$ cat src/rtl/ysyx_23060171_issue_ctrl.sv
// In-order issue controller sitting beside decode.
// A scoreboard counts the GPR and CSR writes that have issued and not yet retired.
// Issue stalls on RAW hazards against that scoreboard, and it also stalls when the
// in-flight limit is reached. Serialising ops first wait for the pipeline to empty,
// then block further issue until they retire.
// Writeback has no bypass, so a hazard clears on the cycle after its retire.
module ysyx_23060171_issue_ctrl #(
  parameter int MAX_INFLIGHT = 4,
  parameter int CNT_W        = 3
) (
  input  logic        clk,
  input  logic        rst_n,
  input  logic        in_valid,
  output logic        in_ready,
  input  logic [4:0]  rs1,
  input  logic [4:0]  rs2,
  input  logic        use_rs1,
  input  logic        use_rs2,
  input  logic [4:0]  rd,
  input  logic        rd_wen,
  input  logic        csr_ren,
  input  logic        csr_wen,
  input  logic        serial,
  output logic        out_valid,
  input  logic        out_ready,
  input  logic        wb_valid,
  input  logic [4:0]  wb_rd,
  input  logic        wb_rd_wen,
  input  logic        wb_csr_wen,
  output logic [3:0]  inflight,
  output logic [31:0] stall_cnt,
  output logic        err
);

  localparam logic [3:0] MaxInfl = 4'(MAX_INFLIGHT);

  typedef enum logic [1:0] {
    RUN      = 2'd0,
    DRAIN    = 2'd1,
    SER_WAIT = 2'd2
  } stateT;

  stateT              stateReg;
  stateT              stateNext;
  logic [3:0]         inflightReg;
  logic [CNT_W-1:0]   csrPendReg;
  logic [31:0]        stallCntReg;
  logic               errReg;
  logic [CNT_W-1:0]   pendCnt [32];

  logic hazGpr;
  logic hazCsr;
  logic full;
  logic outValid;
  logic issueFire;
  logic retireOk;
  logic underflow;
  logic gprIssInc;
  logic gprRetDec;
  logic gprUnder;
  logic csrInc;
  logic csrDec;
  logic csrUnder;

  // Hazards are checked only against the registered counters.
  // A retire in the current cycle does not clear a hazard until the next cycle.
  assign hazGpr = (use_rs1 && (rs1 != 5'd0) && (pendCnt[rs1] != '0)) ||
                  (use_rs2 && (rs2 != 5'd0) && (pendCnt[rs2] != '0));
  assign hazCsr = csr_ren && (csrPendReg != '0);
  assign full   = (inflightReg == MaxInfl);

  // Issue is purely combinational. Gating with rst_n keeps the handshake quiet while reset is asserted.
  assign outValid = rst_n && in_valid && (stateReg == RUN) && !hazGpr && !hazCsr && !full &&
                    (!serial || (inflightReg == 4'd0));
  assign issueFire = outValid && out_ready;

  assign out_valid = outValid;
  assign in_ready  = issueFire;

  // Retires that arrive with nothing in flight count as underflow and change no counter.
  assign retireOk  = wb_valid && (inflightReg != 4'd0);
  assign underflow = wb_valid && (inflightReg == 4'd0);

  assign gprIssInc = issueFire && rd_wen && (rd != 5'd0);
  assign gprRetDec = retireOk && wb_rd_wen && (wb_rd != 5'd0);
  assign gprUnder  = gprRetDec && (pendCnt[wb_rd] == '0);

  assign csrInc   = issueFire && csr_wen;
  assign csrDec   = retireOk && wb_csr_wen && (csrPendReg != '0);
  assign csrUnder = retireOk && wb_csr_wen && (csrPendReg == '0);

  // One pending-write counter per GPR. x0 is hard-wired to zero because writes to it are discarded.
  genvar gi;
  generate
    for (gi = 0; gi < 32; gi++) begin : g_pend
      if (gi == 0) begin : g_zero
        assign pendCnt[gi] = '0;
      end else begin : g_cnt
        logic [CNT_W-1:0] cntReg;
        logic             incSel;
        logic             decSel;

        assign incSel = gprIssInc && (rd == 5'(gi));
        // A retire against an empty counter is reported through err and leaves the counter at zero.
        assign decSel = gprRetDec && (wb_rd == 5'(gi)) && (cntReg != '0);

        // Issue and retire on the same register in one cycle cancel out.
        always_ff @(posedge clk or negedge rst_n) begin
          if (!rst_n) begin
            cntReg <= '0;
          end else if (incSel && !decSel) begin
            cntReg <= cntReg + 1'b1;
          end else if (decSel && !incSel) begin
            cntReg <= cntReg - 1'b1;
          end
        end

        assign pendCnt[gi] = cntReg;
      end
    end
  endgenerate

  // Counter of CSR writes that are in flight. A single counter covers every CSR.
  always_ff @(posedge clk or negedge rst_n) begin
    if (!rst_n) begin
      csrPendReg <= '0;
    end else if (csrInc && !csrDec) begin
      csrPendReg <= csrPendReg + 1'b1;
    end else if (csrDec && !csrInc) begin
      csrPendReg <= csrPendReg - 1'b1;
    end
  end

  // Count of issued but unretired instructions. Issue is blocked at the limit, so this cannot exceed it.
  always_ff @(posedge clk or negedge rst_n) begin
    if (!rst_n) begin
      inflightReg <= 4'd0;
    end else if (issueFire && !retireOk) begin
      inflightReg <= inflightReg + 4'd1;
    end else if (retireOk && !issueFire) begin
      inflightReg <= inflightReg - 4'd1;
    end
  end

  // Sticky error flag covering every kind of retire underflow.
  always_ff @(posedge clk or negedge rst_n) begin
    if (!rst_n) begin
      errReg <= 1'b0;
    end else if (underflow || gprUnder || csrUnder) begin
      errReg <= 1'b1;
    end
  end

  // Saturating stall counter.
  // A cycle counts when an instruction is held back by this block.
  // Back-pressure from EXU is not counted.
  always_ff @(posedge clk or negedge rst_n) begin
    if (!rst_n) begin
      stallCntReg <= 32'd0;
    end else if (in_valid && !outValid && (stallCntReg != 32'hFFFF_FFFF)) begin
      stallCntReg <= stallCntReg + 32'd1;
    end
  end

  // State register for the serialisation sequencing.
  always_ff @(posedge clk or negedge rst_n) begin
    if (!rst_n) begin
      stateReg <= RUN;
    end else begin
      stateReg <= stateNext;
    end
  end

  // Next-state logic for the serialisation sequencing.
  // A serial op that finds work in flight starts a drain.
  // Once a serial op issues, the block waits for that op to retire.
  always_comb begin
    stateNext = stateReg;
    case (stateReg)
      RUN: begin
        if (in_valid && serial && (inflightReg != 4'd0)) begin
          stateNext = DRAIN;
        end else if (issueFire && serial) begin
          stateNext = SER_WAIT;
        end
      end
      DRAIN: begin
        if (inflightReg == 4'd0) begin
          stateNext = RUN;
        end
      end
      SER_WAIT: begin
        if (retireOk && (inflightReg == 4'd1)) begin
          stateNext = RUN;
        end
      end
      default: stateNext = RUN;
    endcase
  end

  assign inflight  = inflightReg;
  assign stall_cnt = stallCntReg;
  assign err       = errReg;

endmodule

$ cat config.mk
export PLATFORM = sky130hd
export DESIGN_NAME = ysyx_23060171_issue_ctrl
export DESIGN_NICKNAME = d
export VERILOG_FILES = /design/src/rtl/ysyx_23060171_issue_ctrl.sv
export SDC_FILE = /design/constraint.sdc
export NUM_CORES = 1
export LEC_CHECK = 0
export CORE_ASPECT_RATIO = 1.2
export CORE_MARGIN = 2
export CORE_UTILIZATION = 40
export DETAILED_ROUTE_END_ITERATION = 16
export HOLD_SLACK_MARGIN = 0.06
export PLACE_DENSITY = 0.67
export SLEW_MARGIN = 20
export SYNTH_ARGS = -nofsm -noshare
export SYNTH_HDL_FRONTEND = slang
export SYNTH_SLANG_ARGS = --single-unit
$ cat constraint.sdc
create_clock -name clk -period 4.1 [get_ports clk]
set_input_delay 0.82 -clock clk [delete_from_list [all_inputs] [get_ports clk]]
set_output_delay 0.82 -clock clk [all_outputs]
set_load 0.02 [all_outputs]
# Yosys cells after proc, flatten, opt, wreduce, memory -nomap -nowiden

Cells that the tools add are included.

Flip-flop bits (word level): 135
Input port bits: 33
Output and inout port bits: 39
Word-level logic and storage cells: 599

Add/sub/neg operators: 67
$lt $le $gt $ge: 3
Equality and inequality tests: 70
Muxes and demuxes: 80
Bitwise operators: 3
Reductions and logical operators: 340

Operators by type and width:

| kind                                                                | count |
|---|---|
| 3-bit 2-to-1 mux                                                    | 70 |
| 1-bit logical AND                                                   | 188 |
| 5-bit == test (second input constant)                               | 32 |
| 3-bit nonzero test                                                  | 34 |
| 3-bit by 1-bit adder with 3-bit output (second input constant)      | 32 |
| 3-bit by 1-bit subtractor with 3-bit output (second input constant) | 32 |
| 5-bit by 4-bit == test with 1-bit output (second input constant)    | 16 |
| 1-bit zero test                                                     | 71 |
| 2-bit nonzero test                                                  | 33 |
| 3-bit binary-select mux with 5-bit select                           | 3 |
| 5-bit by 3-bit == test with 1-bit output (second input constant)    | 8 |
| 32-bit by 1-bit adder with 32-bit output (second input constant)    | 1 |
| 32-bit != test (second input constant)                              | 1 |
| 5-bit by 2-bit == test with 1-bit output (second input constant)    | 4 |
| 5-bit nonzero test                                                  | 4 |
| 6-bit greater-or-equal comparator (second input constant)           | 3 |
| 5-bit inverter with 6-bit output                                    | 3 |
| 5-bit by 1-bit == test with 1-bit output (second input constant)    | 2 |
| 2-bit 2-to-1 mux                                                    | 4 |
| 4-bit 2-to-1 mux                                                    | 2 |
| 3-bit zero test                                                     | 2 |
| 2-bit one-hot mux with 3 select lines                               | 1 |
| 4-bit by 1-bit adder with 4-bit output (second input constant)      | 1 |
| 4-bit by 1-bit == test with 1-bit output (second input constant)    | 1 |
| other kinds (11)                                                    | 15 |

# Logic depth before layout (Yosys ltp)

Word-level depth: 20
Depth in mapped cells: 16
Mapped depth without buffers: 16

# Worst setup path after synthesis

OpenSTA, ideal clock, no wires.

Kind: in2reg
Start point: input rs2[0]
End point: register g_pend[4].g_cnt.cntReg[2]
Library setup time: 0.079 ns
Arrival: 3.985 ns
Required time: 4.021 ns
Slack: 0.036 ns
Cell stages on the path: 14
Path buffers: 2
Cell sequence: buf_2 > buf_2 > o21ai_0 > mux4_2 > o211a_2 > nor3b_4 > nand3_2 > nor2_1 > ha_1 > inv_1 > fa_1 > xor2_1 > nor2_1 > xor2_1

Longest elaborated chain between the ends: 19
Elaborated cells on any way between the ends: 23
Classes of those cells: 4 x mux; 1 x bitwise; 18 x reduce/logical

RTL lines:

| element                                                | RTL line | text |
|---|---|---|
| start: declaration                                     | 16       | `input logic [4:0] rs2,` |
| 5-bit inverter with 6-bit output (not written as such) | 68       | `(use_rs2 && (rs2 != 5'd0) && (pendCnt[rs2] != '0));` |
| 3-bit binary-select mux with 5-bit select              | 68       |  |
| 3-bit 2-to-1 mux (not written as such) (2 in a row)    | 68       |  |
| 3-bit nonzero test                                     | 68       |  |
| 1-bit logical AND (*)                                  | 68       |  |
| 1-bit logical OR (*)                                   | 67       | `assign hazGpr = (use_rs1 && (rs1 != 5'd0) && (pendCnt[rs1] != '0)) \|\|` |
| 1-bit zero test (*)                                    | 73       | `assign outValid = rst_n && in_valid && (stateReg == RUN) && !hazGpr && !hazCsr && !full &&` |
| 1-bit logical AND (*) (4 in a row)                     | 73       |  |
| 1-bit logical AND (*)                                  | 75       | `assign issueFire = outValid && out_ready;` |
| net in_ready                                           | 14       | `output logic in_ready,` |
| 1-bit logical AND (*) (2 in a row)                     | 84       | `assign gprIssInc = issueFire && rd_wen && (rd != 5'd0);` |
| 1-bit logical AND (*)                                  | 103      | `assign incSel = gprIssInc && (rd == 5'(gi));` |
| 1-bit zero test                                        | 113      | `end else if (decSel && !incSel) begin` |
| 1-bit logical AND                                      | 113      |  |
| 2-bit nonzero test (no line)                           | n/a      |  |
| end signal: assignment                                 | 112      | `cntReg <= cntReg + 1'b1;` |
| end signal: assignment                                 | 114      | `cntReg <= cntReg - 1'b1;` |
| end: declaration                                       | 99       | `logic [CNT_W-1:0] cntReg;` |

The timed path passes the listed nets; every way through them passes the cells marked *. The select of a mux whose other input is x is not followed.
A chain may end at the register's enable or synchronous reset.

# Final worst setup path

Start point: input rs2[0]
End point: register g_pend[27].g_cnt.cntReg[2]

Longest elaborated chain between the ends: 19
Elaborated cells on any way between the ends: 23
Classes of those cells: 4 x mux; 1 x bitwise; 18 x reduce/logical

RTL lines:

| element                                                | RTL line |
|---|---|
| 5-bit inverter with 6-bit output (not written as such) | 68 |
| 3-bit binary-select mux with 5-bit select              | 68 |
| 3-bit 2-to-1 mux (not written as such) (2 in a row)    | 68 |
| 3-bit nonzero test                                     | 68 |
| 1-bit logical AND (*)                                  | 68 |
| 1-bit logical OR (*)                                   | 67 |
| 1-bit zero test (*)                                    | 73 |
| 1-bit logical AND (*) (4 in a row)                     | 73 |
| 1-bit logical AND (*)                                  | 75 |
| 1-bit logical AND (*) (2 in a row)                     | 84 |
| 1-bit logical AND (*)                                  | 103 |
| 1-bit zero test                                        | 113 |
| 1-bit logical AND                                      | 113 |
| 2-bit nonzero test (no line)                           | n/a |
| end signal: assignment                                 | 112 |
| end signal: assignment                                 | 114 |
| end: declaration                                       | 99 |

Every way passes the cells marked *; elsewhere a longest branch is shown, timed or not. The select of a mux whose other input is x is not followed.

==> flow_results.org <==
** Run status
- Status :: finished, final reports clean

** STA
- Slew margin rel. :: 34.1%
- Final setup viols :: 0
- Across the routed clock network, the largest skew measured is 0.0171 ns.
- Number of pins with negative max-slew slack in the final report :: 0
- Final-layout setup total negative slack :: 0 ns
- In the finished design, the share of the clock period the worst path needs comes to 99.4%.
- Slew at the pin with the worst max-slew slack :: 0.973 ns
- Min Clock Period, post-route :: 4.08 ns
- Highest achievable clock rate :: 245 MHz
- Hold violation count in the final report :: 0

** Global route
- GRT Max-Usage Layer :: met2
- GR Overflow Total :: 0
- Global-route wire length before repair :: 37.8 mm
- Met1 track utilization from global routing :: 26.0%
- Met3 global-route usage :: 4.12%
- M2 GR Usage :: 33.3%
- GRT Util Overall :: 20.4%
- Largest net degree at the start of global routing :: 74
- Vias in the first global route :: 7398
- The initial antenna violation count is 0.

** Yosys
- Number of distinct library cell variants in the gate-level netlist after synthesis :: 58
- Async S/R FF share, synth :: 100%
- The synthesized netlist occupies a cell area of 8740 um^2.
- In this run, synthesis inferred 0 flip-flops with an integrated enable.
- A synthesized cell averages 10.5 um^2.
- Among all flip-flop cells after synthesis, the most frequent one is dfrtp_1.
- Synth top area share :: 38.6%
- dfrtp_1 takes more of the synthesized area than any other cell.
- Total of flip-flops plus latches after synthesis :: 135
- Synthesis handed over a netlist of 834 instances.
- Of the synthesized area, sequential elements account for 38.6%.
- For this run, the number of Yosys warnings is 0.
- The number of nets handed over by synthesis was 936.
- After synthesis, the cell types taking the most area are dfrtp_1 39%, xor2_1 9.4%, fa_1 7.3%, ha_1 5.3%, mux2_2 4.8%.

** Hold path
- Counting instances, the worst hold path has a depth of 1.
- The min-delay analysis places its worst path in the category reg -> reg.

** Floorplan
- The total area inside the core boundary comes to 21600 um^2.
- Die X :: 139 um
- Ports placed on the boundary :: 72
- Count of standard-cell rows :: 59
- Starting density of the core :: 40.6%
- Die Height :: 166 um
- The die covers 23100 um^2.

** Final layout
- In the final layout, flip-flops and latches occupy 3380 um^2.
- Filler cell count in the final layout :: 1939
- Fraction of layout instances using a drive strength above 1 :: 25.5%
- In the layout the commonest cells are 134 x dfrtp_1, 129 x buf_4, 94 x xor2_1.
- Area taken by multi-input logic gates :: 5300 um^2
- 0 antenna diodes ended up in the layout.
- Most common cell after layout, fill and taps aside :: dfrtp_1
- Summed area of non-filler cells in the final layout :: 11600 um^2
- After the last flow step, the layout net total stands at 1141.
- Area growth, synth to finish :: 32.4%

** Detailed routing
- First-pass iteration count of the detailed router :: 5
- Wires add up to 22.8 mm.
- The detailed router finished its first iteration with 479 violations.
- Number of vias in the routed layout :: 7144
- Average via count per standard cell :: 5.39
- The detail route stage leaves a number of antenna-violating nets equal to 0.
- Dividing the detail-routed wire length by the instance count gives 17.2 um.
- DRC errors left :: 0

** Pwr
- LEAKAGE :: 0.00554 uW
- Sw Ratio :: 33.6%
- The internal power of the cells totals 2810 uW.
- Fraction of power consumed by the clock network :: 35.6%
- The share of total power dissipated in combinational logic is 24.7%.
- Power per unit of standard cell area :: 365 nW/um^2
- Summed over all nets, the switching power comes to 1420 uW.
- Register share of total power :: 39.7%
- The worst-case IR drop observed on VDD is 0.351 mV.

** Clock tree
- Worst-skew pair later-pin latency :: 0.44 ns
- Number of buffers inserted during clock tree synthesis :: 17
- For this design, the sink count on the clock tree is 135.
- The H-tree was split into 4 levels.
- CTS tree :: built
- No sink is reached through more buffers than the 2 on the longest clock path.
- Buffers inserted to repair hold after CTS numbered 0.
- Clk Tree Root Cell :: clkbuf_16
- Clock-pin slew was measured on the worst setup and hold paths at 0.07 ns.

** Job
- The tool flagged a number of max-cap violations equal to 0.

** Place
- Port bufs :: 71
- In this run the cell area measured after placement is 10700 um^2.
- Global placement routability congestion :: 0.895
- Summed over all nets, the half-perimeter wirelength after detailed placement is 16.7 mm.

** Critical path
- Along the worst path, the maximum fanout reaches 8.
- For the worst setup path, the data required time is 4.44 ns.
- The setup path with the least slack is of type in -> reg.
- Critical Path Source Type :: input pin
- Type of destination of the critical path :: flip-flop
- Counting cells, the worst reg-to-reg path comes to 15.
- Data on the critical path arrives at its endpoint at 4.42 ns.
cells by family after synthesis:
group	share of synthesized area, %
adder cells (fa/ha/maj)	12.6
multiplexers	8.26
flip-flops	38.6
AO/OA/AOI/OAI	5.72
AND/OR/NAND/NOR	18.9
buffers and inverters	2.80
XOR/XNOR	13.0
cell usage after synthesis (5+ instances only):
cell type	count
fa_1	32
nand2b_1	5
a21oi_1	18
nor3_1	35
nor2_1	104
o311ai_0	5
nor3b_1	5
buf_2	7
ha_1	37
nor4_1	24
xor2_1	94
a211oi_1	8
o21ai_0	10
nand3b_1	10
o31a_1	5
nor2b_1	6
and3_1	6
a2111oi_0	5
nor4b_1	5
inv_1	42
clkbuf_1	13
mux4_2	10
nand2_1	32
or4_1	5
mux2i_1	8
xnor2_1	36
mux2_2	37
or3_1	16
nand3_1	35
dfrtp_1	135
power by group through the flow:
stage                     combinational (uW)  clock, uW  sequential (uW)
after floorplan                          535          0             1720
after global placement                   986          0             1690
after detailed placement                1010          0             1700
after CTS                               1020       1540             1680
final                                   1050       1510             1680
after global routing                    1150       1600             1710
worst max-delay path, cell delays in order:
cell and delay, ns:
dlygate4sd2_1 0.26, buf_12 0.15, buf_4 0.14, o21ai_0 0.06
o21ai_0 0.11, mux4_2 0.52, o211a_2 0.29, nor3b_4 0.27
buf_4 0.17, nand4_4 0.28, nor2_2 0.22, ha_2 0.20
inv_1 0.05, fa_2 0.33, xor2_1 0.14, nor2_1 0.18
xor2_1 0.22
worst paths after layout:
path                       slack (ns)                  startpoint                         end
setup reg to reg                 0.08  g_pend[16].g_cnt.cntReg[0]  g_pend[27].g_cnt.cntReg[2]
min in group asynchronous        0.60                       rst_n   g_pend[2].g_cnt.cntReg[1]
hold reg to reg                  0.45                 stateReg[0]                 stateReg[1]
hold / removal                   0.45                 stateReg[0]                 stateReg[1]
max in group asynchronous        1.93                       rst_n                 inflight[1]
setup / recovery                 0.02                      rs2[0]  g_pend[27].g_cnt.cntReg[2]
repair_timing:
item,CTS,global route
pin swaps,22,16
setup endpoints to repair,47,58
setup buffers,6,4
gates resized for setup,29,27
per-layer routing:
layer	vias to the layer above	part of all wire (%)
met3	62	5.3
met2	226	49
li1	3347	-
met5	-	0
met4	0	3.9
met1	3509	42
per-stage QoR:
stage	total power, uW	setup WS (ns)	hold slack, ns	std cells	util, %
final	4230	0.0242	0.449	1326	53.7
after floorplan	2260	0.0358	0.419	834	-
after detailed placement	2710	-0.554	0.442	1284	49.7
after global placement	2680	-0.452	0.434	1284	49.7
after CTS	4240	0.0426	0.446	1322	53.0
after global routing	4460	-0.0791	0.477	1326	53.7
state kept, by name, indices dropped and copies added, names as in the netlist:
signal and cells:
csrPendReg 3, err 1, g_pend.g_cnt.cntReg 93, inflight 4, stall_cnt 32, stateReg 2
layout make-up:
type | instances | share of cell area [%]
multi-input combinational | 636 | 45.8
sequential | 135 | 29.2
timing repair buffer | 207 | 15.7
clock buffer | 17 | 3.67
tap | 274 | 2.96
inverter | 42 | 1.36
clock inverter | 15 | 1.29
Note: power is estimated with default switching activity, not from simulation.
